`src/rtl/timer_pkg.sv`:
```
// Shared types and constants for the interval timer and its users.
package timer_pkg;

    typedef enum logic [1:0] {
        IDLE   = 2'd0,
        RUN    = 2'd1,
        PAUSED = 2'd2
    } timer_state_t;

    localparam logic MODE_ONESHOT = 1'b0;
    localparam logic MODE_RELOAD  = 1'b1;

endpackage

```
`src/rtl/tick_prescaler.sv`:
```
// Clock divider: pulses tick once every divisor+1 enabled cycles.
module tick_prescaler #(
    parameter int PRESCALE_W = 4
) (
    input  logic                  clk,
    input  logic                  reset_n,
    input  logic                  clear,
    input  logic                  enable,
    input  logic [PRESCALE_W-1:0] divisor,
    output logic                  tick
);

    logic [PRESCALE_W-1:0] cnt_q, cnt_d;

    // divisor is latched alongside a clear, so cnt_q never overtakes it
    always_comb begin
        tick  = 1'b0;
        cnt_d = cnt_q;
        if (clear) begin
            cnt_d = '0;
        end else if (enable) begin
            if (cnt_q == divisor) begin
                tick  = 1'b1;
                cnt_d = '0;
            end else begin
                cnt_d = cnt_q + PRESCALE_W'(1);
            end
        end
    end

    always_ff @(posedge clk or negedge reset_n) begin
        if (!reset_n) cnt_q <= '0;
        else          cnt_q <= cnt_d;
    end

endmodule

```
`src/rtl/interval_timer.sv`:
```
// Programmable interval timer: prescaled counter with one-shot/auto-reload
// modes, pause control and a registered single-cycle expiry pulse.
module interval_timer
    import timer_pkg::*;
#(
    parameter int WIDTH      = 8,
    parameter int PRESCALE_W = 4
) (
    input  logic                  clk,
    input  logic                  reset_n,
    input  logic                  start,
    input  logic                  stop,
    input  logic                  pause,
    input  logic                  mode,
    input  logic [WIDTH-1:0]      final_value,
    input  logic [PRESCALE_W-1:0] prescale,
    output logic [WIDTH-1:0]      count,
    output logic                  busy,
    output logic                  done
);

    timer_state_t          state_q, state_d;
    logic [WIDTH-1:0]      count_q, count_d;
    logic [WIDTH-1:0]      final_q, final_d;
    logic [PRESCALE_W-1:0] prescale_q, prescale_d;
    logic                  mode_q, mode_d;
    logic                  done_q, done_d;
    logic                  presc_clear, presc_enable, tick;

    // Any control action in a cycle pre-empts counting; PAUSED with pause
    // low counts immediately so a pause costs exactly its own length.
    assign presc_clear  = stop | start;
    assign presc_enable = (state_q != IDLE) & ~stop & ~start & ~pause;

    tick_prescaler #(
        .PRESCALE_W(PRESCALE_W)
    ) u_prescaler (
        .clk     (clk),
        .reset_n (reset_n),
        .clear   (presc_clear),
        .enable  (presc_enable),
        .divisor (prescale_q),
        .tick    (tick)
    );

    always_comb begin
        state_d    = state_q;
        count_d    = count_q;
        final_d    = final_q;
        prescale_d = prescale_q;
        mode_d     = mode_q;
        done_d     = 1'b0;
        if (stop) begin
            state_d = IDLE;
            count_d = '0;
        end else if (start) begin
            state_d    = RUN;
            count_d    = '0;
            final_d    = final_value;
            prescale_d = prescale;
            mode_d     = mode;
        end else if (state_q != IDLE) begin
            if (pause) begin
                state_d = PAUSED;
            end else begin
                state_d = RUN;
                if (tick) begin
                    if (count_q == final_q) begin
                        done_d  = 1'b1;
                        count_d = '0;
                        if (mode_q == MODE_ONESHOT) state_d = IDLE;
                    end else begin
                        count_d = count_q + WIDTH'(1);
                    end
                end
            end
        end
    end

    always_ff @(posedge clk or negedge reset_n) begin
        if (!reset_n) begin
            state_q    <= IDLE;
            count_q    <= '0;
            final_q    <= '0;
            prescale_q <= '0;
            mode_q     <= MODE_ONESHOT;
            done_q     <= 1'b0;
        end else begin
            state_q    <= state_d;
            count_q    <= count_d;
            final_q    <= final_d;
            prescale_q <= prescale_d;
            mode_q     <= mode_d;
            done_q     <= done_d;
        end
    end

    assign count = count_q;
    assign busy  = (state_q != IDLE);
    assign done  = done_q;

endmodule
```
`config.mk`:
```
export PLATFORM = sky130hd
export DESIGN_NAME = interval_timer
export DESIGN_NICKNAME = d
export VERILOG_FILES = /design/src/rtl/timer_pkg.sv /design/src/rtl/tick_prescaler.sv /design/src/rtl/interval_timer.sv
export SDC_FILE = /design/constraint.sdc
export NUM_CORES = 1
export LEC_CHECK = 0
export ABC_AREA = 1
export CAP_MARGIN = 20
export CORE_MARGIN = 4
export CORE_UTILIZATION = 40
export CTS_CLUSTER_SIZE = 30
export DETAILED_ROUTE_END_ITERATION = 6
export GPL_ROUTABILITY_DRIVEN = 0
export MAX_ROUTING_LAYER = met4
export PLACE_DENSITY = 0.71
export RECOVER_POWER = 50
export SLEW_MARGIN = 20
export SYNTH_ARGS = -nofsm -noshare
export SYNTH_HDL_FRONTEND = slang
export SYNTH_SLANG_ARGS = --single-unit
export TNS_END_PERCENT = 50
```
`constraint.sdc`:
```
create_clock -name clk -period 1.9 [get_ports clk]
set_clock_uncertainty 0.15 [all_clocks]
set_input_delay 0.38 -clock clk [delete_from_list [all_inputs] [get_ports clk]]
set_output_delay 0.38 -clock clk [all_outputs]
set_load 0.1 [all_outputs]
```
# After elaboration in Yosys (flattened, before gate mapping)
# Index checks and enable logic that the tools add are counted.
# classes
bitwise_logic	7
n_eq_ne	3
n_mux	25
reduce_logical	6
add_sub_neg	2
# ops
operator	count
2-to-1 mux 8 bit	6
2-to-1 mux 1 bit	12
2-to-1 mux 4 bit	3
adder 8 x 1 -> 8 bit (second input constant)	1
== test 8 bit	1
2-to-1 mux 2 bit	4
nonzero test 3 bit	2
adder 4 x 1 -> 4 bit (second input constant)	1
== test 4 bit	1
nonzero test 2 bit	2
bitwise AND 1 bit	3
inequality test 3 bit (second input constant)	1
inverter 1 bit	3
AND reduction 3 bit	1
AND reduction 2 bit	1
bitwise OR 1 bit	1
# totals
regBits	28
elab_cells	50
out_inout_bits	10
input_bits	18

# Logic depth before layout (Yosys ltp)
# depth
word_depth	11
mapped_depth	10
ltp_nobuf	10

# Hierarchy
# A second synthesis with hierarchy kept.
# unflattened
hier_cells	190
area_unflattened_um2	1559.0
# modules_own_cells
mod	n_inst	area_per_inst_um2	seq_area_each_um2	cells_each
interval_timer	1	1251.2	600.6	138
tick_prescaler	1	307.8	100.1	52

# Worst setup path before layout
# No wires, ideal clock.
# synth_timing
kind	register to register
startpoint	register state_q[0]
endpoint	register count_q[4] (netlist: count[4])
stages_incl_launch_ff	11
arrival_ps	1970
setup_ps	122
path_slack_ps	-342
required_time_ps	1628
path_buffers	1
synth_period_minus_slack_ps	2242
cell_sequence	dfrtp_1 > inv_1 > nand2_1 > nand2_1 > nor2_4 > nand3_4 > nand2_4 > buf_12 > nand3_1 > nand2_1 > nor2_1
# synth_between
elab_chain_cells	8
word_cells_on_any_way	9
classes_between	2 x mux; 3 x bitwise; 4 x reduce/logical
# synth_rtl
element	line_no	source
start, declared	interval_timer.sv:22	timer_state_t state_q, state_d;
start signal, assigned	interval_timer.sv:89	state_q <= state_d;
nonzero test 2 bit *	n/a	
named net busy	interval_timer.sv:18	output logic busy,
bitwise AND 1 bit (3 in a row)	interval_timer.sv:33	assign presc_enable = (state_q != IDLE) & ~stop & ~start & ~pause;
2-to-1 mux 1 bit	tick_prescaler.sv:21	end else if (enable) begin
2-to-1 mux 1 bit	tick_prescaler.sv:19	if (clear) begin
nonzero test 3 bit (no line)	n/a	
AND reduction 3 bit (no line) *	n/a	
end signal, assigned	interval_timer.sv:90	count_q <= count_d;
end, declared	interval_timer.sv:23	logic [WIDTH-1:0] count_q, count_d;
# Mark *: on every way through the listed nets, which the timed path passes. The rest lies on a longest branch.
# A chain may end at the register's enable or synchronous reset.

# Final worst setup path
# layout_timing
startpoint	input port start
endpoint	register count_q[2] (netlist: count[2])
# layout_between
elab_chain_cells	7
word_cells_on_any_way	12
classes_between	1 x eq/ne; 4 x mux; 4 x bitwise; 3 x reduce/logical
# layout_rtl
element	line_no	source
start, declared	interval_timer.sv:11	input logic start,
inverter 1 bit	interval_timer.sv:33	
bitwise AND 1 bit (2 in a row)	interval_timer.sv:33	
2-to-1 mux 1 bit	tick_prescaler.sv:21	
2-to-1 mux 1 bit	tick_prescaler.sv:19	
nonzero test 3 bit (no line)	n/a	
AND reduction 3 bit (no line)	n/a	
# Several ways; a longest one is shown, not always the timed one.

==> flow_metrics.tcl <==
set metrics [dict create \
    stdcell_count 273 \
    timing.rr.start "u_prescaler.cnt_q[2]$_DFFE_PN0P_" \
    cts_tree "built" \
    p_comb_frac 0.179 \
    critPathCaptureType "flip-flop" \
    grt_pass1_wl_microns 5002 \
    vias 1254 \
    p_leak_uw 0.0009342 \
    startpoint "start" \
    syn_inst 188 \
    p_per_area_nw_per_um2 675.8 \
    antenna_found_initial 0 \
    fin_crit_sh 0.9125 \
    final-hold-violation-count 0 \
    design.core.area_sq_um 3468 \
    postCtsSetupRepairBufs 0 \
    synth_top_cell_by_area "dfrtp_1" \
    cts_root_buf "clkbuf_8" \
    p_int_uw 1025 \
    drtIter0Drc 69 \
    numPlacedInstances 269 \
    dr.pass1.iters 4 \
    syn_nets 208 \
    clkTransAtPathRegs_ns 0.10 \
    critPathKind "input port to flip-flop" \
    synth_seq_cells 28 \
    via_per_inst 4.593 \
    synth_top_area_frac 0.4726 \
    die_h_microns 68.88 \
    die_area_sq_um 4744 \
    dieWidth_microns 68.88 \
    diodes 0 \
    clkPwrFrac 0.340 \
    post_cts_resized 0 \
    drive_gt1_frac 0.2203 \
    ios 28 \
    ys_warn_count 0 \
    h-tree-depth 1 \
    rsz0062_at_grt "false" \
    cp_max_fo 12 \
    first_global_vias 1212 \
    netlist_area_sq_um 1483 \
    rows 21 \
    min_period_ns 1.734 \
    cts_buffer_depth 2 \
    fmaxAchievable_mhz 576.8 \
    drv_cap 0 \
    numCtsBuffers 3 \
    worstHoldStart "final_q[1]$_DFFE_PN0P_" \
    drc 0 \
    ys_seq_area_frac 0.4726 \
    clock_latency_ns 0.27 \
    drv_slew 0 \
    status "finished clean" \
    required_ns 1.92 \
    start_util 0.4275 \
    final_net_count 248 \
    hold_buffers 0 \
    post_dp_cell_area_sq_um 1978 \
    postLayoutCellArea_sq_um 2031 \
    whs_ns 0.3541 \
    hpwl_microns 2245 \
    hold_path.class "flip-flop to flip-flop" \
    postLayoutCoreUtil 0.5855 \
    setup_viol 0 \
    peakVddDrop_mv 0.2886 \
    cp.arrival_ns 1.75 \
    timing.slew.headroom 0.5507 \
    routed_wl_microns 2834 \
    grt.overflow.total 0 \
    cp-start-kind "input port" \
    yosys-top-cells-area "dfrtp_1, nand2_1, inv_1" \
    place.port_buffers 27 \
    synth_cell_type_count 21 \
    power.total_uw 1372 \
    seqPwrFrac 0.481 \
    switchingPower_uw 347.4 \
    ant_nets 0 \
    syn_to_final_growth_pct 36.96 \
    synth.avg_cell_area_sq_um 7.887 \
    clock-sinks 28 \
    grt_max_degree 29 \
    avgRoutedWirePerCell_microns 10.38 \
    tightest_slew_ns 0.6740 \
    switching_share 0.2532 \
    grt_usage 0.1437 \
]
## cells in the mapped netlist
master and n:
nand3_4 1, dfrtp_1 28, o22ai_1 3, nand2_4 1, nand3_1 9, ha_1 2, nor3_1 1, clkbuf_1 2
buf_12 1, inv_2 3, xnor2_1 5, nand4_1 2, o21ai_0 11, a21oi_2 6, nor2_4 2, nor2_1 17
inv_1 22, nor4_1 1, nand2_1 66, xor2_1 1, nor2_2 4
## kinds of logic (layout without fill, tap and decap cells)
group / after synthesis / count (layout) / synth area share
flip-flops: 28 / 28 / 0.4726
adder cells (fa/ha/maj): 2 / 2 / 0.01687
AO/OA/AOI/OAI: 20 / 20 / 0.08523
buffers and inverters: 28 / 67 / 0.08186
XOR/XNOR: 6 / 6 / 0.03544
AND/OR/NAND/NOR: 104 / 104 / 0.3080
## cell type report
type,count,area (sq um)
clock inverter,1,30.03
inverter,25,93.84
timing repair buffer,38,435.4
tap,46,57.56
clock buffer,3,41.29
multi-input combinational,132,663.1
sequential,28,709.4
fill,334,1438
## routing by layer
| metal | share of wire | track usage | vias up | wire, microns |
|---|---|---|---|---|
| met5 | 0 | - | - | 0 |
| met4 | 0.016 | 0.05839 | 0 | 46 |
| met3 | 0.037 | 0.009724 | 4 | 104 |
| met2 | 0.46 | 0.2393 | 22 | 1310 |
| met1 | 0.48 | 0.1818 | 563 | 1372 |
| li1 | - | - | 665 | - |
## worst max-delay path, stage by stage
cell and delay (ns):
clkdlybuf4s50_1 0.46, nor2_4 0.14, inv_2 0.06, nor2_4 0.13, nand3_4 0.10, nand2_4 0.15, nand2_1 0.18, nand2_1 0.12
nor2_2 0.04
## flip-flops by register name (all words and copies together), names as in the netlist
name	count
count	8
u_prescaler.cnt_q	4
done	1
prescale_q	4
final_q	8
mode_q	1
state_q	2
## power by group through the flow
stage	clock, uW	sequential [uW]	combinational (uW)
2_1_floorplan	0	680	138
3_3_place_gp	0	671	246
3_5_place_dp	0	673	250
4_1_cts	469	661	251
5_1_grt	490	665	279
6_report	466	661	245
## stage by stage
step	setup TNS, ns	worst slack (ns)
finish	0	0.1662
global placement	-0.3734	-0.06982
detailed placement	-0.6683	-0.1115
global route	0	0.06349
floorplan	0	0.01261
CTS	0	0.1619
## placed cells by master (no fill, tap or decap), drive strengths merged, types with 6 or more instances in the layout
master          n
a21oi           6
nor2           23
dfrtp          28
clkdlybuf4s50  16
o21ai          11
buf            19
inv            25
nand3          10
nand2          67
## final timing paths
path	endpoint	slack, ns	cells past startpoint
max	count[2]$_DFFE_PN0P_	0.17	9
min reg2reg	final_q[1]$_DFFE_PN0P_	0.35	2
min in group asynchronous	u_prescaler.cnt_q[1]$_DFFE_PN0P_	0.51	2
max in group asynchronous	count[2]$_DFFE_PN0P_	0.61	2
max reg2reg	count[2]$_DFFE_PN0P_	0.27	9
min	final_q[1]$_DFFE_PN0P_	0.35	2
(Power assumes the default switching activity.)
